**src/rtl/core_pkg.sv**
```systemverilog
// core_pkg: types and constants shared across the core pipeline.
//   wb_sel_t   writeback source select (ALU / memory / operand 1 / immediate)
//   DATA_W, ADDR_W, NREG   datapath width, register address width, register count
//   FLAG_*     bit positions of S, Z, C, V within the 4-bit flag register
package core_pkg;

    localparam int unsigned DATA_W = 16;
    localparam int unsigned ADDR_W = 3;
    localparam int unsigned NREG   = 1 << ADDR_W;

    localparam int unsigned FLAG_S = 3;
    localparam int unsigned FLAG_Z = 2;
    localparam int unsigned FLAG_C = 1;
    localparam int unsigned FLAG_V = 0;

    typedef enum logic [1:0] {
        WB_ALU = 2'b00,
        WB_MEM = 2'b01,
        WB_RD1 = 2'b10,
        WB_EXT = 2'b11
    } wb_sel_t;

endpackage

```
**src/rtl/wb_regfile_if.sv**
```systemverilog
// wb_regfile_if: bundles the MEM/WB pipeline outputs, the ID-stage read ports and
// the writeback-stage status outputs.
//   master modport: the pipeline side (drives MEM/WB fields and read addresses)
//   slave modport:  the writeback stage (returns read data, flags, wb_dat, retired)
// CNT_W must match the CNT_W of the wb_regfile instance attached to the slave side.
interface wb_regfile_if #(
    parameter int unsigned CNT_W = 32
) ();
    import core_pkg::*;

    // MEM/WB register outputs
    logic [DATA_W-1:0] ALUres_wb;
    logic [DATA_W-1:0] rd1_wb;
    logic [DATA_W-1:0] extended_d_wb;
    logic [DATA_W-1:0] main_mem_dat_wb;
    logic              S_wb;
    logic              C_wb;
    logic              Z_wb;
    logic              V_wb;
    logic              regwrite;
    wb_sel_t           regwrite_dat_controll;
    logic [ADDR_W-1:0] regwrite_adr;
    logic              flagwrite_wb;
    logic              valid_wb;

    // ID-stage read ports
    logic [ADDR_W-1:0] ra1;
    logic [ADDR_W-1:0] ra2;
    logic [DATA_W-1:0] rd1;
    logic [DATA_W-1:0] rd2;

    // Writeback-stage status
    logic [3:0]        flags;
    logic [DATA_W-1:0] wb_dat;
    logic [CNT_W-1:0]  retired;

    modport master (
        output ALUres_wb, rd1_wb, extended_d_wb, main_mem_dat_wb,
        output S_wb, C_wb, Z_wb, V_wb,
        output regwrite, regwrite_dat_controll, regwrite_adr, flagwrite_wb, valid_wb,
        output ra1, ra2,
        input  rd1, rd2, flags, wb_dat, retired
    );

    modport slave (
        input  ALUres_wb, rd1_wb, extended_d_wb, main_mem_dat_wb,
        input  S_wb, C_wb, Z_wb, V_wb,
        input  regwrite, regwrite_dat_controll, regwrite_adr, flagwrite_wb, valid_wb,
        input  ra1, ra2,
        output rd1, rd2, flags, wb_dat, retired
    );

endinterface

```
**src/rtl/regfile.sv**
```systemverilog
// regfile: NREG x DATA_W general register file, one write port, two combinational
// read ports, asynchronous active-high reset clearing every register.
//   clk, reset        clock (rising edge) and async reset
//   we, wa, wd        write enable / address / data, applied at the rising edge
//   ra1, ra2          read addresses
//   rd1, rd2          read data
// Optional feature: `define WB_BYPASS_EN makes each read port return wd in the same
// cycle when we is set and its address matches wa. Without it, reads return stored
// contents only.
module regfile
    import core_pkg::*;
(
    input  logic              clk,
    input  logic              reset,
    input  logic              we,
    input  logic [ADDR_W-1:0] wa,
    input  logic [DATA_W-1:0] wd,
    input  logic [ADDR_W-1:0] ra1,
    input  logic [ADDR_W-1:0] ra2,
    output logic [DATA_W-1:0] rd1,
    output logic [DATA_W-1:0] rd2
);

    logic [DATA_W-1:0] mem_q [NREG];

    always_ff @(posedge clk or posedge reset) begin
        if (reset) begin
            for (int unsigned i = 0; i < NREG; i++) begin
                mem_q[i] <= '0;
            end
        end else if (we) begin
            mem_q[wa] <= wd;
        end
    end

`ifdef WB_BYPASS_EN
    // Write-through: each port independently forwards the value being written.
    always_comb begin
        rd1 = mem_q[ra1];
        rd2 = mem_q[ra2];
        if (we && (ra1 == wa)) begin
            rd1 = wd;
        end
        if (we && (ra2 == wa)) begin
            rd2 = wd;
        end
    end
`else
    // No forwarding: the hazard unit stalls an extra cycle on a RAW against WB.
    always_comb begin
        rd1 = mem_q[ra1];
        rd2 = mem_q[ra2];
    end
`endif

endmodule

```
**src/rtl/wb_regfile.sv**
```systemverilog
// wb_regfile: writeback stage. Selects the writeback data from the MEM/WB fields,
// writes the general register file and the SZCV flag register, counts retired
// instructions and serves the ID stage through two combinational read ports.
//   clk     rising-edge clock
//   reset   asynchronous, active-high; clears registers, flags and retire counter
//   bus     wb_regfile_if.slave: MEM/WB inputs, ra1/ra2 -> rd1/rd2, flags, wb_dat,
//           retired
// Parameter CNT_W sets the retire counter width (wraps modulo 2**CNT_W).
// Optional feature: `define WB_BYPASS_EN enables same-cycle write-through on the
// read ports (implemented in regfile).
module wb_regfile
    import core_pkg::*;
#(
    parameter int unsigned CNT_W = 32
) (
    input  logic         clk,
    input  logic         reset,
    wb_regfile_if.slave  bus
);

    logic [DATA_W-1:0] wb_dat;
    logic [3:0]        flags_q;
    logic [3:0]        flags_d;
    logic [CNT_W-1:0]  retired_q;
    logic [CNT_W-1:0]  retired_d;

    always_comb begin
        wb_dat = bus.ALUres_wb;
        unique case (bus.regwrite_dat_controll)
            WB_ALU:  wb_dat = bus.ALUres_wb;
            WB_MEM:  wb_dat = bus.main_mem_dat_wb;
            WB_RD1:  wb_dat = bus.rd1_wb;
            WB_EXT:  wb_dat = bus.extended_d_wb;
            default: wb_dat = bus.ALUres_wb;
        endcase
    end

    regfile u_regfile (
        .clk   (clk),
        .reset (reset),
        .we    (bus.regwrite),
        .wa    (bus.regwrite_adr),
        .wd    (wb_dat),
        .ra1   (bus.ra1),
        .ra2   (bus.ra2),
        .rd1   (bus.rd1),
        .rd2   (bus.rd2)
    );

    // Flags update independently of regwrite; a bubble carries flagwrite_wb = 0.
    always_comb begin
        flags_d = flags_q;
        if (bus.flagwrite_wb) begin
            flags_d[FLAG_S] = bus.S_wb;
            flags_d[FLAG_Z] = bus.Z_wb;
            flags_d[FLAG_C] = bus.C_wb;
            flags_d[FLAG_V] = bus.V_wb;
        end
    end

    always_comb begin
        retired_d = retired_q;
        if (bus.valid_wb) begin
            retired_d = retired_q + CNT_W'(1);
        end
    end

    always_ff @(posedge clk or posedge reset) begin
        if (reset) begin
            flags_q   <= '0;
            retired_q <= '0;
        end else begin
            flags_q   <= flags_d;
            retired_q <= retired_d;
        end
    end

    assign bus.wb_dat  = wb_dat;
    assign bus.flags   = flags_q;
    assign bus.retired = retired_q;

endmodule

```
**src/flat_wrapper.sv**
```systemverilog
// flat-port wrapper written by rule: the top's interface ports become plain ports
module wb_regfile_flat import core_pkg::*;
#(
    parameter int unsigned CNT_W = 32
)
  (clk, reset, bus_ALUres_wb, bus_rd1_wb, bus_extended_d_wb, bus_main_mem_dat_wb, bus_S_wb, bus_C_wb, bus_Z_wb, bus_V_wb, bus_regwrite, bus_regwrite_dat_controll, bus_regwrite_adr, bus_flagwrite_wb, bus_valid_wb, bus_ra1, bus_ra2, bus_rd1, bus_rd2, bus_flags, bus_wb_dat, bus_retired);
  wb_regfile_if #(.CNT_W(CNT_W)) bus_i ();
  input  logic clk;
  input  logic reset;
  input wire logic [$bits(bus_i.ALUres_wb)-1:0] bus_ALUres_wb;
  input wire logic [$bits(bus_i.rd1_wb)-1:0] bus_rd1_wb;
  input wire logic [$bits(bus_i.extended_d_wb)-1:0] bus_extended_d_wb;
  input wire logic [$bits(bus_i.main_mem_dat_wb)-1:0] bus_main_mem_dat_wb;
  input wire logic [$bits(bus_i.S_wb)-1:0] bus_S_wb;
  input wire logic [$bits(bus_i.C_wb)-1:0] bus_C_wb;
  input wire logic [$bits(bus_i.Z_wb)-1:0] bus_Z_wb;
  input wire logic [$bits(bus_i.V_wb)-1:0] bus_V_wb;
  input wire logic [$bits(bus_i.regwrite)-1:0] bus_regwrite;
  input wire logic [$bits(bus_i.regwrite_dat_controll)-1:0] bus_regwrite_dat_controll;
  input wire logic [$bits(bus_i.regwrite_adr)-1:0] bus_regwrite_adr;
  input wire logic [$bits(bus_i.flagwrite_wb)-1:0] bus_flagwrite_wb;
  input wire logic [$bits(bus_i.valid_wb)-1:0] bus_valid_wb;
  input wire logic [$bits(bus_i.ra1)-1:0] bus_ra1;
  input wire logic [$bits(bus_i.ra2)-1:0] bus_ra2;
  output wire logic [$bits(bus_i.rd1)-1:0] bus_rd1;
  output wire logic [$bits(bus_i.rd2)-1:0] bus_rd2;
  output wire logic [$bits(bus_i.flags)-1:0] bus_flags;
  output wire logic [$bits(bus_i.wb_dat)-1:0] bus_wb_dat;
  output wire logic [$bits(bus_i.retired)-1:0] bus_retired;
  assign bus_i.ALUres_wb = bus_ALUres_wb;
  assign bus_i.rd1_wb = bus_rd1_wb;
  assign bus_i.extended_d_wb = bus_extended_d_wb;
  assign bus_i.main_mem_dat_wb = bus_main_mem_dat_wb;
  assign bus_i.S_wb = bus_S_wb;
  assign bus_i.C_wb = bus_C_wb;
  assign bus_i.Z_wb = bus_Z_wb;
  assign bus_i.V_wb = bus_V_wb;
  assign bus_i.regwrite = bus_regwrite;
  assign bus_i.regwrite_dat_controll = bus_regwrite_dat_controll;
  assign bus_i.regwrite_adr = bus_regwrite_adr;
  assign bus_i.flagwrite_wb = bus_flagwrite_wb;
  assign bus_i.valid_wb = bus_valid_wb;
  assign bus_i.ra1 = bus_ra1;
  assign bus_i.ra2 = bus_ra2;
  assign bus_rd1 = bus_i.rd1;
  assign bus_rd2 = bus_i.rd2;
  assign bus_flags = bus_i.flags;
  assign bus_wb_dat = bus_i.wb_dat;
  assign bus_retired = bus_i.retired;
  wb_regfile #(.CNT_W(CNT_W)) u_core (.clk(clk), .reset(reset), .bus(bus_i));
endmodule
```
**config.mk**
```make
export PLATFORM = sky130hd
export DESIGN_NAME = wb_regfile_flat
export DESIGN_NICKNAME = d
export VERILOG_FILES = /design/src/rtl/core_pkg.sv /design/src/rtl/wb_regfile_if.sv /design/src/rtl/regfile.sv /design/src/rtl/wb_regfile.sv /design/src/flat_wrapper.sv
export SDC_FILE = /design/constraint.sdc
export NUM_CORES = 1
export LEC_CHECK = 0
export CAP_MARGIN = 10
export CORE_MARGIN = 2
export CORE_UTILIZATION = 53
export DETAILED_ROUTE_END_ITERATION = 10
export GPL_TIMING_DRIVEN = 0
export PLACE_DENSITY = 0.87
export SLEW_MARGIN = 20
export SYNTH_ARGS = -nofsm -noshare
export SYNTH_HDL_FRONTEND = slang
export SYNTH_HIERARCHICAL = 1
export SYNTH_SLANG_ARGS = --single-unit
```
**constraint.sdc**
```tcl
create_clock -name clk -period 5.17 [get_ports clk]
set_clock_uncertainty 0.15 [all_clocks]
set_input_delay 1.034 -clock clk [delete_from_list [all_inputs] [get_ports clk]]
set_output_delay 1.034 -clock clk [all_outputs]
set_load 0.005 [all_outputs]
```
; ---- Word level (Yosys, flattened, before mapping)
; Index checks and enable logic that the tools add are counted.
[classes]
n_reduce_logical = 2
mux = 10
bitwise = 3
n_addsub = 1
n_eq_ne = 3
n_lt_le_gt_ge = 4
[op_table]
columns = op, count
row1 = 128-bit bitwise mux, 1
row2 = 16-bit binary-select mux with 3-bit select, 2
row3 = 16-bit two-way mux, 5
row4 = 16-bit one-hot mux with 4 select lines, 1
row5 = 16-bit demux with 3-bit select, 1
row6 = "32-bit by 1-bit adder with 32-bit output, second input constant", 1
row7 = "4-bit >= comparator, second input constant", 3
row8 = 3-bit NOT with 4-bit output, 3
row9 = "2-bit equality test, second input constant", 2
row10 = "4-bit by 1-bit less-than comparator with 1-bit output, second input constant", 1
row11 = "2-bit by 1-bit equality test with 1-bit output, second input constant", 1
row12 = 2-bit logical NOT, 1
row13 = 1-bit logical AND, 1
[totals]
input_bits = 84
word_cells = 33
output_inout_bits = 84
register_bits = 164

; ---- Depth between registers and ports, before layout
; Gate-level depths: netlist (run 1).
[depth]
ltp_word = 6
mapped_depth = 6
ltp_nobuf = 5

; ---- Cells and area by module
; The synthesis (run 1) kept the hierarchy.
[by_module_without_submodules]
columns = mod, cells_per_inst, area_per_inst_um2, n_inst, seq_area_each_um2
row1 = regfile, 396, 7036.7, 1, 3203.1
row2 = wb_regfile, 149, 2008.2, 1, 900.9

; ---- Least setup slack after synthesis (run 1)
; OpenSTA, ideal clock, no wires.
[synth_timing]
path_type = input port to output port
from = input port bus_regwrite_dat_controll[0]
to = output port bus_wb_dat[0]
required_time_ps = 3986
path_slack_ps = 1828
path_stages = 3
arrival_time_ps = 2158
cell_sequence = buf_2 > buf_2 > mux4_2
[synth_between]
elab_chain_cells = 2
elab_cells_between_ends = 5
classes_between = 3 x eq/ne / 1 x mux / 1 x reduce/logical
[synth_rtl]
columns = element, line_no
row1 = start: declaration, flat_wrapper.sv:19  ; input wire logic [$bits(bus_i.regwrite_dat_controll)-1:0] bus_regwrite_dat_controll;
row2 = "2-bit equality test, or another cell as far along", wb_regfile.sv:29  ; unique case (bus.regwrite_dat_controll)
row3 = 16-bit one-hot mux with 4 select lines *, wb_regfile.sv:29
row4 = end: declaration, flat_wrapper.sv:28  ; output wire logic [$bits(bus_i.wb_dat)-1:0] bus_wb_dat;
; Mark *: on every way between the ends. The rest lies on a longest branch, timed or not.

; ---- Worst setup path after layout (run 1)
[layout_timing]
from = input port bus_regwrite_dat_controll[1]
to = output port bus_wb_dat[8]
; The elaborated chain is that of the path after synthesis.

==> results of run 1 <==
==> per-stage QoR <==
stage	total power, mW	instances	hold WS [ps]
6_report	4.353	953	332.3
5_1_grt	4.544	953	363.3
4_1_cts	4.367	953	336.3
3_5_place_dp	3.021	921	327.9
3_3_place_gp	2.927	920	317.7
2_1_floorplan	2.482	545	315.3
==> state kept, by name (all words and copies together) (netlist names) <==
name,cells
u_core/bus.flags,4
u_core/bus.retired,32
u_core/u_regfile/mem_q,128
==> layer usage <==
layer	up-vias	global-route usage, %
met5	-	0
met4	0	10.29
met3	48	6.869
met2	301	48.28
met1	3160	32.77
li1	2523	-
==> cell families after synthesis <==
group	Yosys count
XOR/XNOR	31
adder cells (fa/ha/maj)	1
buffers and inverters	44
flip-flops	164
multiplexers	245
AND/OR/NAND/NOR	60
==> worst paths after layout <==
kind / startpoint / endpoint / slack [ps] / cells after the start
max: bus_regwrite_dat_controll[1] / bus_wb_dat[8] / 840 / 4
min: u_core/bus.retired[31] / u_core/bus.retired[31] / 330 / 1
max reg2reg: u_core/bus.retired[5] / u_core/bus.retired[29] / 3270 / 5
min reg2reg: u_core/bus.retired[31] / u_core/bus.retired[31] / 330 / 1
max in group asynchronous: reset / u_core/u_regfile/mem_q[126] / 3170 / 3
min in group asynchronous: reset / u_core/u_regfile/mem_q[71] / 980 / 2
==> layout by cell type (no fill, tap or decap), types with 2 or more instances in the layout <==
cell type        instances
nor4bb_1                 3
buf_4                    8
nand4_2                  3
xnor2_1                 25
dfrtp_1                164
clkinv_2                 2
buf_1                    2
buf_6                   10
mux2_2                 155
bufinv_16                4
clkinvlp_4               3
clkbuf_16               17
clkbuf_1                 4
nand3_1                  6
nand2_1                 12
nand4_1                 14
xor2_1                   6
nand4b_2                 3
clkdlybuf4s50_1        155
mux4_2                  34
clkinv_4                 2
buf_12                   4
and4_1                   3
nor2_1                   5
nor4_4                   3
and3_1                   3
mux2_1                  10
buf_2                   13
clkbuf_2                 2
mux4_1                  46
inv_6                    2
==> synth_stat cells <==
library cell	number	area, um^2
nand4_2	3	37.54
nand4_1	14	87.58
mux2_1	10	112.6
and2_1	1	6.260
buf_1	2	7.510
xor2_1	6	52.55
buf_4	8	60.06
nor4b_4	1	23.77
nand4b_2	3	45.04
and3_1	3	18.77
dfrtp_1	164	4104
nor2_1	5	18.77
buf_6	10	112.6
mux4_2	34	765.7
nand2_1	12	45.04
nor4bb_1	3	30.03
mux2_2	155	1745
nand4_4	1	21.27
clkbuf_1	2	7.510
buf_2	13	65.06
xnor2_1	25	219.0
nand3_1	6	30.03
nor4_1	1	6.260
and4_1	3	26.28
nor4_4	3	63.81
and4_2	1	10.01
buf_12	4	80.08
ha_1	1	12.51
clkbuf_2	2	10.01
inv_1	3	11.26
mux4_1	46	1209
==> power groups by stage <==
| stage | sequential, mW | combinational (mW) | clock, mW |
|---|---|---|---|
| global route | 1.86 | 1.28 | 1.41 |
| global placement | 1.78 | 1.15 | 0 |
| detailed placement | 1.83 | 1.19 | 0 |
| floorplan | 1.75 | 0.736 | 0 |
| CTS | 1.81 | 1.21 | 1.34 |
| finish | 1.82 | 1.20 | 1.33 |
==> worst reg2reg max path, cell delays in order, from the launching register on <==
cell and delay, ps:
dfrtp_1 470, nand4_2 190, nor4_4 490, buf_6 200, nand4_1 130, xnor2_1 160
==> cell type report <==
class | instances | area [um^2] | share of cell area (%)
Timing Repair Buffer | 156 | 1579 | 13.70
Buffer | 41 | 342.8 | 2.973
Clock buffer | 20 | 446.7 | 3.874
Tap cell | 220 | 275.3 | 2.387
Multi-Input combinational cell | 337 | 4587 | 39.78
Sequential cell | 164 | 4104 | 35.59
Clock inverter | 12 | 178.9 | 1.552
Inverter | 3 | 16.27 | 0.1411
==> impl_metrics.yaml, run 1 <==
sta:
  rsz0062_at_grt: "false"
  tightestPinTransition_ps: 931.1
  tns_ps: 0
  setup_viol: 0
  hold_viol: 0
  clock.fmax_mhz: 230.8
  layout_min_cycle_time_ps: 4334
  post-route-worst-setup-slack_ps: 836.5
  relSlewSlack_pct: 37.93
  finalCritPeriodShare_pct: 83.82
  slew_violations: 0
clock_tree:
  cts_resized: 0
  cts-root-buf: "clkbuf_16"
  cts_buffer_depth: 2
  cts_hold_buf: 0
  cts_tree: "yes"
  clk_pin_slew_ps: 60
  cts_setup_buffers: 0
  clkSinkCount: 164
  cts_buffers: 17
  cts_htree_levels: 4
  clkLatencyLatePin_ps: 420
yosys:
  ys_seq_area_share_pct: 45.37
  synth_compound_area_share_pct: 0
  synth-xor-area-share_pct: 3.002
  synth_nets: 630
  synthAdderAreaFrac_pct: 0.1383
  ys_warn_count: 6
  yosys.area_share.simple_pct: 5.201
  synth.distinct_cells: 31
  synth_top_family_by_area: "multiplexers"
  avgSynthCellArea_um2: 16.60
  syn_area_um2: 9045
  muxShareOfSynthArea_pct: 42.37
  synth_cells: 545
  ys_ff_latch: 164
grt:
  antenna_found_initial: 0
  grt_max_degree: 67
  gr-total-overflow: 0
  grt_pass1_vias: 6593
  grt_pass1_wl_um: 36930
  grt_use_total_pct: 27.48
place:
  io_buffers: 155
  place_area_um2: 10900
  dp_slack_ps: 861.1
  dpl.hpwl_um: 16000
  gp_congestion: 0.9011
route:
  dr_total_vias: 6032
  top_layer: "met4"
  dr.first_iter.drc_count: 478
  remaining_drc_errors: 0
  dr.pass1.iters: 7
  route.met3.wl_um: 1930
  avgViaCountPerCell: 6.329
  route.met2.wl_um: 12510
  met1Wirelength_um: 8867
  wirelength_um: 23860
  wl_per_cell_um: 25.03
  postRouteAntennaNets: 0
power:
  leakage_nw: 4.836
  swShare_pct: 26.31
  p_int_mw: 3.208
  p_per_area_nw_per_um2: 377.6
  p_clk_share_pct: 30.5
  p_seq_share_pct: 41.9
  power_frac_comb_pct: 27.6
  ir_worst_vdd_v: 0.0002385
  power_switching_mw: 1.145
cells_and_area:
  finish.utilization_pct: 69.28
  design_area_um2: 11530
  layout-drive-gt1-share_pct: 36.97
  syn_to_final_growth_pct: 27.47
  finalNetCount: 805
  final.fill_count: 1067
  antenna_cells: 0
die:
  core_region_area_um2: 16640
  die_area_um2: 18130
  die-height_um: 134.6
  die_w_um: 134.6
  ios: 168
  initial_core_util_pct: 54.35
  num_rows: 47
critical_path:
  crit_required_ps: 3990
  critPathMaxStageDelay_ps: 740
  path_max_fanout: 10
  crit_top_cell: "clkbuf_1"
  critical_path.endpoint_type: "primary output"
  arrival_ps: 3150
  cp_num_buf_inv: 3
  slowest_stage: "clkbuf_1"
  crit_family: "buffers and inverters"
  crit_type: "input pin to primary output"
  worstPathCellList: "clkbuf_1, clkbuf_1, mux4_2, clkdlybuf4s50_1"
  critPathLaunchType: "input pin"
outcome:
  outcome: "finished clean"
min_path:
  hold_path.class: "flop to flop"
run:
  drv_cap: 0
Note: power is estimated with default switching activity, not from simulation.
==> inputs of run 2 (changes only) <==
--- a/config.mk
+++ b/config.mk
@@ -7,10 +7,10 @@
 export LEC_CHECK = 0
 export CAP_MARGIN = 10
 export CORE_MARGIN = 2
-export CORE_UTILIZATION = 53
+export CORE_UTILIZATION = 48
 export DETAILED_ROUTE_END_ITERATION = 10
 export GPL_TIMING_DRIVEN = 0
-export PLACE_DENSITY = 0.87
+export PLACE_DENSITY = 0.83
 export SLEW_MARGIN = 20
 export SYNTH_ARGS = -nofsm -noshare
 export SYNTH_HDL_FRONTEND = slang
==> constraint.sdc (replaced) <==
create_clock -name clk -period 3.5 [get_ports clk]
set_clock_uncertainty 0.15 [all_clocks]
set_input_delay 0.7 -clock clk [delete_from_list [all_inputs] [get_ports clk]]
set_output_delay 0.7 -clock clk [all_outputs]
set_load 0.005 [all_outputs]
==> run 2 against run 1 <==
Net effect: register-to-register slack got worse by 1700 ps; critical path depth unchanged; wire length is 3.6% lower; worst setup slack got worse by 770 ps; clock power up 45%; utilization is 7.0 points lower; first-iteration DRC count shrank 23%; critical path type unchanged; critical endpoint is now bus_rd1[13]; largest power group unchanged; highest routed layer unchanged.
==> impl_metrics.yaml, run 2 (synthesis gave the netlist of run 1 again) <==
power:
  ir_worst_vdd_v: 0.0003849
  power_frac_comb_pct: 27.7
  p_int_mw: 4.690
  p_seq_share_pct: 42.1
  leakage_nw: 4.845
  p_per_area_nw_per_um2: 550.8
  p_clk_share_pct: 30.2
  swShare_pct: 26.43
  power_switching_mw: 1.685
critical_path:
  crit_family: "buffers and inverters"
  critPathMaxStageDelay_ps: 710
  rrSetupSlack_ps: 1600
  r2r_cells: 5
  slowest_stage: "buf_1"
  cp_num_buf_inv: 3
  cp_num_cells: 4
  crit_type: "input pin to primary output"
  critPathLaunch: "bus_ra1[1]"
  crit_required_ps: 2650
  timing.rr.start: "u_core/bus.retired[5]"
  worstPathCellList: "clkbuf_2, buf_1, mux2_2, clkdlybuf4s50_1"
  path_max_fanout: 10
  worstReg2RegEnd: "u_core/bus.retired[29]"
  critical_path.endpoint_type: "primary output"
  arrival_ps: 2580
  critPathLaunchType: "input pin"
place:
  gp_congestion: 0.8329
  io_buffers: 155
  place_area_um2: 10950
  dpl.hpwl_um: 15800
clock_tree:
  cts_htree_levels: 4
  cts_buffer_depth: 2
  cts_buffers: 17
  clkLatencyLatePin_ps: 430
  cts_setup_buffers: 0
  clk_pin_slew_ps: 60
  cts-root-buf: "clkbuf_16"
  cts_tree: "yes"
  clkSinkCount: 164
die:
  initial_core_util_pct: 48.68
  die_w_um: 141.3
  die_area_um2: 19960
  ios: 168
  die-height_um: 141.3
  num_rows: 50
  core_region_area_um2: 18580
run:
  drv_cap: 0
route:
  postRouteAntennaNets: 0
  wirelength_um: 23000
  dr.first_iter.drc_count: 370
  dr_total_vias: 5879
  remaining_drc_errors: 0
  avgViaCountPerCell: 6.067
  wl_per_cell_um: 23.74
  dr.pass1.iters: 5
cells_and_area:
  antenna_cells: 0
  largest_reg_flops: 128
  finalNetCount: 807
  finish.utilization_pct: 62.29
  final.fill_count: 1327
  layout-drive-gt1-share_pct: 37.41
  syn_to_final_growth_pct: 27.96
  final_common_cell: "dfrtp_1"
  design_area_um2: 11570
  largest_register: "u_core/u_regfile/mem_q"
  mostFrequentLayoutCells: "164 x dfrtp_1, 155 x clkdlybuf4s50_1, 155 x mux2_2"
sta:
  tightestPinTransition_ps: 887.3
  hold_viol: 0
  relSlewSlack_pct: 40.85
  clock.fmax_mhz: 291.6
  finalCritPeriodShare_pct: 97.98
  slew_violations: 0
  rsz0062_at_grt: "false"
  setup_viol: 0
  layout_min_cycle_time_ps: 3429
grt:
  antenna_found_initial: 0
  grt_pass1_vias: 6411
  grt_pass1_wl_um: 36090
  grt_max_degree: 38
  gr-total-overflow: 0
  grt_use_total_pct: 24.29
min_path:
  hold_path.class: "flop to flop"
  whs_endpoint: "u_core/bus.retired[31]"
  whs_path_depth: 1
  hold_path_startpoint: "u_core/bus.retired[31]"
outcome:
  outcome: "finished clean"
==> run 2: changes by cell type in the layout (fill, tap and decap cells not counted), sizes merged <==
cell,previous run,this run
clkinvlp,3,5
clkinv,4,3
clkbuf,24,25
buf,38,40
inv,4,3
bufinv,4,3
==> run 2: timing repair <==
| item | CTS | global route |
|---|---|---|
| setup endpoints to repair | 10 | 1 |
| hold endpoints to repair | 0 | 0 |
| hold buffers | 0 | 0 |
| resized for setup | 3 | 1 |
==> run 2: cell type report <==
type	instances	area (um^2)	area share [%]
inverter	3	15.01	0.1297
sequential	164	4104	35.46
clock inverter	11	151.4	1.308
buffer	41	351.6	3.038
timing repair buffer	158	1612	13.92
clock buffer	21	460.4	3.978
tap	234	292.8	2.530
multi-input combinational	337	4587	39.63
==> run 2: per-stage QoR <==
step	instances	setup WS (ps)	setup TNS [ps]	power [mW]	hold slack, ps
after floorplan	545	825.8	0	3.667	315.3
after global placement	934	-370.5	-3032	4.332	318.1
after detailed placement	937	-421.3	-3418	4.463	334.0
after CTS	969	35.39	0	6.411	350.2
after global routing	969	30.41	0	6.677	372.2
final	969	70.60	0	6.375	347.6
==> run 2: worst max path at each step <==
stage,slack [ps],end
after detailed placement,-420,bus_wb_dat[14]
final,70,bus_rd1[13]
after global routing,30,bus_rd1[13]
after global placement,-370,bus_wb_dat[14]
after CTS,40,bus_wb_dat[14]
after floorplan,830,bus_wb_dat[0]
==> run 2: power by group through the flow <==
stage	combinational, mW	sequential (mW)	clock [mW]
2_1_floorplan	1.09	2.58	0
3_3_place_gp	1.70	2.63	0
3_5_place_dp	1.77	2.70	0
4_1_cts	1.78	2.67	1.96
5_1_grt	1.89	2.75	2.04
6_report	1.77	2.68	1.93
==> run 2: per-layer routing <==
layer | global-route usage [%] | routed length (um) | up-vias
met2 | 41.11 | 11670 | 228
met3 | 5.737 | 1621 | 38
met4 | 8.579 | 474 | 0
met1 | 30.90 | 9231 | 3097
met5 | 0 | 0 | -
li1 | - | - | 2516
==> run 2: worst reg2reg max path, stage by stage (launching register included) <==
cell and delay (ps):
dfrtp_1 480, nand4_2 190, nor4_4 480, buf_6 200, nand4_1 120, xnor2_1 160
==> inputs of run 3 (changes only) <==
--- a/config.mk
+++ b/config.mk
@@ -10,7 +10,8 @@
 export CORE_UTILIZATION = 48
 export DETAILED_ROUTE_END_ITERATION = 10
 export GPL_TIMING_DRIVEN = 0
-export PLACE_DENSITY = 0.83
+export PLACE_DENSITY = 0.77
+export REMOVE_ABC_BUFFERS = 1
 export SLEW_MARGIN = 20
 export SYNTH_ARGS = -nofsm -noshare
 export SYNTH_HDL_FRONTEND = slang
==> run 3 against run 2 <==
Net effect: hold slack got worse by 26 ps; combinational power is essentially flat; register-to-register slack lost 210 ps; power decreased by 3.1%; via count fell by 2.7%; critical path depth shrank 1; largest cell class unchanged.
==> impl_metrics.yaml, run 3 (synthesis gave the netlist of run 1 again) <==
outcome:
  outcome: "finished clean"
power:
  finalPower_mw: 6.174
  p_int_mw: 4.498
  leakage_nw: 4.760
  swShare_pct: 27.15
  power_frac_comb_pct: 28.4
  ir_worst_vdd_v: 0.0003872
  p_clk_share_pct: 28.3
  p_seq_share_pct: 43.3
  p_per_area_nw_per_um2: 539.7
  power_switching_mw: 1.676
critical_path:
  timing.rr.start: "u_core/bus.retired[4]"
  arrival_ps: 2610
  crit_required_ps: 2650
  crit_type: "input pin to primary output"
  critical_path.endpoint_type: "primary output"
  critPathLaunchType: "input pin"
  path_max_fanout: 16
  critPathLaunch: "bus_ra1[1]"
sta:
  rsz0062_at_grt: "false"
  setup_viol: 0
  slew_violations: 0
  worst_hold_slack_ps: 321.1
  tns_ps: 0
  relSlewSlack_pct: 24.77
  layout_min_cycle_time_ps: 3465
  hold_viol: 0
  tightestPinTransition_ps: 1128
  clock.fmax_mhz: 288.6
  finalCritPeriodShare_pct: 99.00
die:
  die_area_um2: 19960
  num_rows: 50
  die_w_um: 141.3
  die-height_um: 141.3
  ios: 168
  initial_core_util_pct: 48.68
  core_region_area_um2: 18580
clock_tree:
  cts_buffer_depth: 2
  clk_pin_slew_ps: 60
  cts_setup_buffers: 0
  cts-root-buf: "clkbuf_16"
  cts_htree_levels: 4
  cts_tree: "yes"
  clkSinkCount: 164
  cts_buffers: 17
  clkLatencyLatePin_ps: 410
cells_and_area:
  layout-drive-gt1-share_pct: 35.80
  largest_reg_flops: 128
  finalNetCount: 787
  final_common_cell: "dfrtp_1"
  largest_register: "u_core/u_regfile/mem_q"
  final.fill_count: 1345
  antenna_cells: 0
  syn_to_final_growth_pct: 26.48
  mostFrequentLayoutCells: "164 x dfrtp_1, 159 x clkdlybuf4s50_1, 155 x mux2_2"
route:
  dr.first_iter.drc_count: 383
  wl_per_cell_um: 23.40
  wirelength_um: 22200
  dr.pass1.iters: 4
  avgViaCountPerCell: 6.028
  postRouteAntennaNets: 0
  dr_total_vias: 5721
  remaining_drc_errors: 0
min_path:
  hold_path.class: "flop to flop"
  hold_path_startpoint: "u_core/bus.retired[31]"
grt:
  grt_use_total_pct: 23.01
  antenna_found_initial: 0
  grt_max_degree: 73
  gr-total-overflow: 0
  grt_pass1_vias: 6060
  grt_pass1_wl_um: 34780
run:
  drv_cap: 0
place:
  io_buffers: 167
  dpl.hpwl_um: 14940
  gp_congestion: 0.8526
## run 3: final cells by class
class / count / area, um^2 / share of cell area, %
Multi-Input combinational cell: 337 / 4632 / 40.49
Sequential cell: 164 / 4104 / 35.87
Timing Repair Buffer: 179 / 1834 / 16.03
Clock buffer: 17 / 425.4 / 3.719
Tap cell: 234 / 292.8 / 2.559
Clock inverter: 15 / 135.1 / 1.181
Inverter: 3 / 16.27 / 0.1422
## run 3: metal layers
metal / share of wire [%] / wire length [um] / vias to the layer above / global-route usage [%]
met1: 42 / 9323 / 3019 / 30.22
met4: 1.6 / 348 / 0 / 5.421
met2: 51 / 11370 / 194 / 39.17
li1: - / - / 2478 / -
met5: 0 / 0 / - / 0
met3: 5.2 / 1163 / 30 / 5.434
## run 3: worst max-delay path, stage by stage
cell	delay, ps
dlygate4sd2_1	950
mux2_2	430
clkdlybuf4s50_1	530
## run 3: power groups by stage
stage	Sequential (mW)	Clock, mW	Combinational (mW)
floorplan	2.58	0	1.02
global placement	2.63	0	1.67
detailed placement	2.70	0	1.76
CTS	2.67	1.80	1.77
global route	2.73	1.89	1.87
finish	2.67	1.75	1.75
## run 3: final timing paths
| path | slack [ps] | end | depth (start not counted) |
|---|---|---|---|
| worst max register to register | 1390 | u_core/bus.retired[26] | 4 |
| worst max-delay path | 40 | bus_rd1[12] | 3 |
| worst min register to register | 320 | u_core/bus.retired[31] | 1 |
| worst min-delay path | 320 | u_core/bus.retired[31] | 1 |
| max in group asynchronous | 1840 | u_core/u_regfile/mem_q[52] | 3 |
| min in group asynchronous | 620 | u_core/u_regfile/mem_q[106] | 2 |
## run 3: timing repair
action                                  CTS  global route
hold buffers                              0             0
resized for setup                         8             1
endpoints found under the setup margin   48             8
## run 3: per-stage QoR
step | worst slack [ps] | instances | instance area [um^2] | utilization [%]
3_3_place_gp | -2442 | 905 | 10670 | 57.41
2_1_floorplan | -762.6 | 504 | 8702 | -
6_report | 35.04 | 949 | 11440 | 61.57
3_5_place_dp | -441.8 | 917 | 10870 | 58.51
5_1_grt | 0.9392 | 949 | 11440 | 61.57
4_1_cts | 16.00 | 949 | 11440 | 61.56
==> RTL edit 1, RTL diff (config.mk and constraints of run 3) <==
The package constant `ADDR_W` goes from 3 to 2.
--- a/src/rtl/core_pkg.sv
+++ b/src/rtl/core_pkg.sv
@@ -7,3 +7,3 @@
     localparam int unsigned DATA_W = 16;
-    localparam int unsigned ADDR_W = 3;
+    localparam int unsigned ADDR_W = 2;
     localparam int unsigned NREG   = 1 << ADDR_W;
Interface: changed (resized bus_ra1, bus_ra2 and bus_regwrite_adr); port bits go from 168 to 165. The function was not compared with the original's and may differ.
==> RTL edit 1 against run 3 <==
Design area shrank 38%. Setup slack better by 0.11 ns. Sequential cell count down 64. Synthesized area fell by 43%. Total power fell by 47%. Largest cell class unchanged. Register-to-register slack better by 0.05 ns. Utilization is 6.3 points higher. Wire length shrank 45%.
==> RTL edit 1: results (changes against run 3) <==
status=finished clean (unchanged); Post-CTS Setup Bufs=0 (unchanged); VDD IR max=378 uV (was 387 uV); Hold WS=0.325 ns (was 0.321 ns); leakage power total=2.84 nW (was 4.76 nW); Distinct cells, synth=27 (was 31); vias per cell=5.64 (was 6.03); type of the worst min-delay path=reg -> reg (unchanged); dpl hpwl=8700 microns (was 14900 microns); Synth warnings=6 (unchanged); port buffer count=164 (was 167); Critical-path top delay cell=dlygate4sd2_1 (unchanged); Synth area leaders=dfrtp_1 48%, mux4_2 21%, mux2_2 15%, xnor2_1 4.2%, nand4_1 1.7% (was dfrtp_1 45%, mux2_2 19%, mux4_1 13%, mux4_2 8.5%, xnor2_1 2.4%); RR Startpoint=u_core/bus.retired[0] (was u_core/bus.retired[4]); CTS root buf=clkbuf_8 (was clkbuf_16); H-Tree Level Count=3 (was 4); hold path depth=1 (unchanged); biggest cell delay along the critical path=0.82 ns (was 0.95 ns); Arrival @ worst endpoint=2.51 ns (was 2.61 ns); sequential area share after synthesis=48.2% (was 45.4%); r2r setup slk=1.44 ns (was 1.39 ns); RD Place Congestion=0.762 (was 0.853); largest reg by FF count=u_core/u_regfile/mem_q (unchanged); most frequent cells after synthesis=100 x dfrtp_1, 69 x mux2_2, 48 x mux4_2 (was 164 x dfrtp_1, 155 x mux2_2, 46 x mux4_1); placed instance count=609 (was 917); number of global-route vias before repair=3805 (was 6060); TritonCTS Buffers=9 (was 17); DRT Wirelength=12300 microns (was 22200 microns); crit-path leading delay family=buffers and inverters (unchanged); Antenna Cells=0 (unchanged); Post-Layout Cell Count=624 (was 949); Clk pin slew, worst setup/hold paths=0.10 ns (was 0.06 ns); R2R cell count=5 (was 4); CTS max path bufs=2 (unchanged); relative slew slack=31.3% (was 24.8%); fillers=772 (was 1345); Post-Syn Instances=326 (was 545); worst-skew pair later-pin latency=0.36 ns (was 0.41 ns); fin nets=566 (was 787); first-pass GRT wire length=19700 microns (was 34800 microns); largest net degree at the start of global routing=55 (was 73); GR Util All Layers=22.3% (was 23.0%); Placed Area=0.00689 sq mm (was 0.0109 sq mm); initial antenna violation count=0 (unchanged); async set-reset flop share out of synthesis=100% (unchanged); fraction of layout cells with a size suffix above 1=30.9% (was 35.8%); max reg flops=64 (was 128); DRT iter0 DRCs=161 (was 383); end of the worst hold path=u_core/bus.retired[31] (unchanged); reg2reg end=u_core/bus.retired[22] (was u_core/bus.retired[26])
-- RTL edit 1: cell types whose count changed in the layout (fill, tap and decap cells not counted), sizes merged, moves of 5 or more --
cell / before / now
mux4: 80 / 48
buf: 16 / 4
dfrtp: 164 / 100
mux2: 165 / 69
clkinv: 8 / 0
clkbuf: 18 / 13
-- RTL edit 1: repair_timing --
| action | 4_1_cts | 5_1_grt |
|---|---|---|
| setup endpoints to repair | 48 | 4 |
| resized for setup | 5 | 2 |
| hold endpoints to repair | 0 | 0 |
| cloned | 0 | 0 |
-- RTL edit 1: final cells by class --
| type | count | share of cell area, % |
|---|---|---|
| multi-input cells | 205 | 36.1 |
| inverters | 3 | 0.195 |
| clock buffers | 11 | 2.14 |
| well taps | 136 | 2.41 |
| repair buffers | 165 | 23.3 |
| clock inverters | 4 | 0.460 |
| flip-flops and latches | 100 | 35.4 |
-- RTL edit 1: how the worst max path moves through the flow --
stage                                            start                         to  slack [ns]
after detailed placement                    bus_ra1[1]                 bus_rd1[0]       -0.30
after global routing      bus_regwrite_dat_controll[1]              bus_wb_dat[3]        0.07
after global placement    bus_regwrite_dat_controll[0]              bus_wb_dat[3]       -0.62
final                     bus_regwrite_dat_controll[1]              bus_wb_dat[3]        0.14
after floorplan                                  reset  u_core/u_regfile/mem_q[0]        1.05
after CTS                                   bus_ra1[1]                 bus_rd1[0]        0.01
-- RTL edit 1: through the flow --
step	TNS [ns]	util, %	setup slack [ns]	total power [W]
6_report	0	67.8	0.142	0.00327
5_1_grt	0	67.8	0.0710	0.00346
4_1_cts	0	67.9	0.00994	0.00331
3_5_place_dp	-5.85	66.2	-0.299	0.00262
3_3_place_gp	-27.48	66.0	-0.619	0.00258
2_1_floorplan	0	-	1.05	0.00203
-- RTL edit 1: worst reg2reg max path, cell delays in order, from the launching register on --
cell	delay (ns)
dfrtp_1	0.43
ha_1	0.19
and4_1	0.50
nand4_4	0.22
nor4_4	0.32
xor2_1	0.18
-- RTL edit 1: metal layers --
| layer | GRT usage [%] | vias up | part of all wire, % |
|---|---|---|---|
| li1 | - | 1575 | - |
| met1 | 28.2 | 1816 | 41 |
| met2 | 38.3 | 119 | 50 |
| met3 | 6.27 | 10 | 7.9 |
| met4 | 5.31 | 0 | 1.1 |
| met5 | 0 | - | 0 |
-- RTL edit 1: cells by family (layout without fill, tap and decap cells) --
family	Yosys count	after routing	share of synthesized area, %
xor+xnor	31	31	5.23
fa+ha+maj	1	1	0.241
buf+inv	21	183	2.58
flops	100	100	48.2
mux	117	117	35.8
simple gates	56	56	7.91
-- RTL edit 1: where the power goes --
part           switching, W  internal, W
combinational      0.000320     0.000714
sequential         0.000180      0.00137
clock              0.000386     0.000299
total              0.000886      0.00239
==> RTL edit 2, RTL diff (config.mk and constraints of run 3) <==
Without the edit above. Reset style: synchronous (`reset`), changed in 2 clocked blocks. Comments in the files are not updated.
--- a/src/rtl/regfile.sv
+++ b/src/rtl/regfile.sv
@@ -25,3 +25,3 @@
 
-    always_ff @(posedge clk or posedge reset) begin
+    always_ff @(posedge clk) begin
         if (reset) begin
--- a/src/rtl/wb_regfile.sv
+++ b/src/rtl/wb_regfile.sv
@@ -67,3 +67,3 @@
 
-    always_ff @(posedge clk or posedge reset) begin
+    always_ff @(posedge clk) begin
         if (reset) begin
Behaviour: differs if reset is asserted again (counterexample within 4 cycles, from zero or initial values and one cycle with reset high); with reset held inactive, the same outputs for 4 cycles.
==> RTL edit 2 against run 3 <==
Synthesized area down 0.28%. Register-to-register slack got worse by 0.19 ns. Wire length up 5.5%. Die area shrank 0.27%. Highest routed layer unchanged. Setup slack gained 0.016 ns. Utilization is 0.44 points higher. Design area grew 0.71%. Critical endpoint is now bus_rd2[14]. Sequential cell count unchanged. Synthesized cell count up 18%.
Power is not compared: it rests on default switching activity, and its combinational part moved more than twofold at a synthesized area within 25%.
==> RTL edit 2: results (changes against run 3) <==
status=finished clean (unchanged); met2 WL=12200 microns (was 11400 microns); final instance area=0.0115 sq mm (was 0.0114 sq mm); RD Place Congestion=0.857 (was 0.853); fin nets=864 (was 787); CP Max Fanout=17 (was 16); DRT iter0 DRCs=464 (was 383); RR Startpoint=u_core/bus.retired[13] (was u_core/bus.retired[4]); vias per cell=6.33 (was 6.03); sequential area share after synthesis=50.6% (was 45.4%); met2 GRT Util=42.2% (was 39.2%); wire per inst=22.8 microns (was 23.4 microns); placed instance count=994 (was 917); Arrival @ worst endpoint=2.60 ns (was 2.61 ns); met3 WL post-DR=2050 microns (was 1160 microns); Placed Area=0.0110 sq mm (was 0.0109 sq mm); Worst-Margin Slew=1.09 ns (was 1.13 ns); biggest cell delay along the critical path=0.59 ns (was 0.95 ns); Distinct cells, synth=45 (was 31); Critical-path top delay cell=mux4_1 (was dlygate4sd2_1); post-synthesis adder-cell area fraction=0.139% (was 0.138%); async set-reset flop share out of synthesis=0% (was 100%); first-pass GRT wire length=35600 microns (was 34800 microns); Post-Synth XOR/XNOR Area=0.971% (was 3.00%); dpl hpwl=15200 microns (was 14900 microns); met3 Resource Use GR=6.01% (was 5.43%); mux contribution to synthesized area=27.2% (was 42.4%); GR Util All Layers=23.6% (was 23.0%); Post-Syn Instances=641 (was 545); hold path depth=2 (was 1); vias=6497 (was 5721); most frequent cells after synthesis=128 x edfxtp_1, 125 x nor3_1, 62 x mux4_1 (was 164 x dfrtp_1, 155 x mux2_2, 46 x mux4_1); Worst setup startpoint=bus_ra2[0] (was bus_ra1[1])
RTL edit 2: cell types whose count changed after synthesis, sizes merged, moves of 9 or more:
| cell | delta |
|---|---|
| o21ai | +12 |
| nor3 | +131 |
| buf | -12 |
| or4 | +9 |
| nor2 | +11 |
| dfxtp | +36 |
| or3 | +13 |
| xnor2 | -21 |
| mux2 | -132 |
| clkinv | +16 |
| clkbuf | +32 |
| edfxtp | +128 |
| a21oi | +19 |
| dfrtp | -164 |
RTL edit 2: worst paths after layout:
check	end	slack [ns]
setup / recovery	bus_rd2[14]	0.05
hold / removal	u_core/bus.retired[31]	0.36
setup reg to reg	u_core/bus.retired[27]	1.20
hold reg to reg	u_core/bus.retired[31]	0.36
RTL edit 2: area by class of cell:
cell class | instances | share of cell area [%]
timing repair buffer | 180 | 16.5
multi-input combinational | 397 | 36.1
sequential | 164 | 39.6
inverter | 19 | 0.619
clock inverter | 10 | 0.771
clock buffer | 22 | 3.86
tap | 234 | 2.54
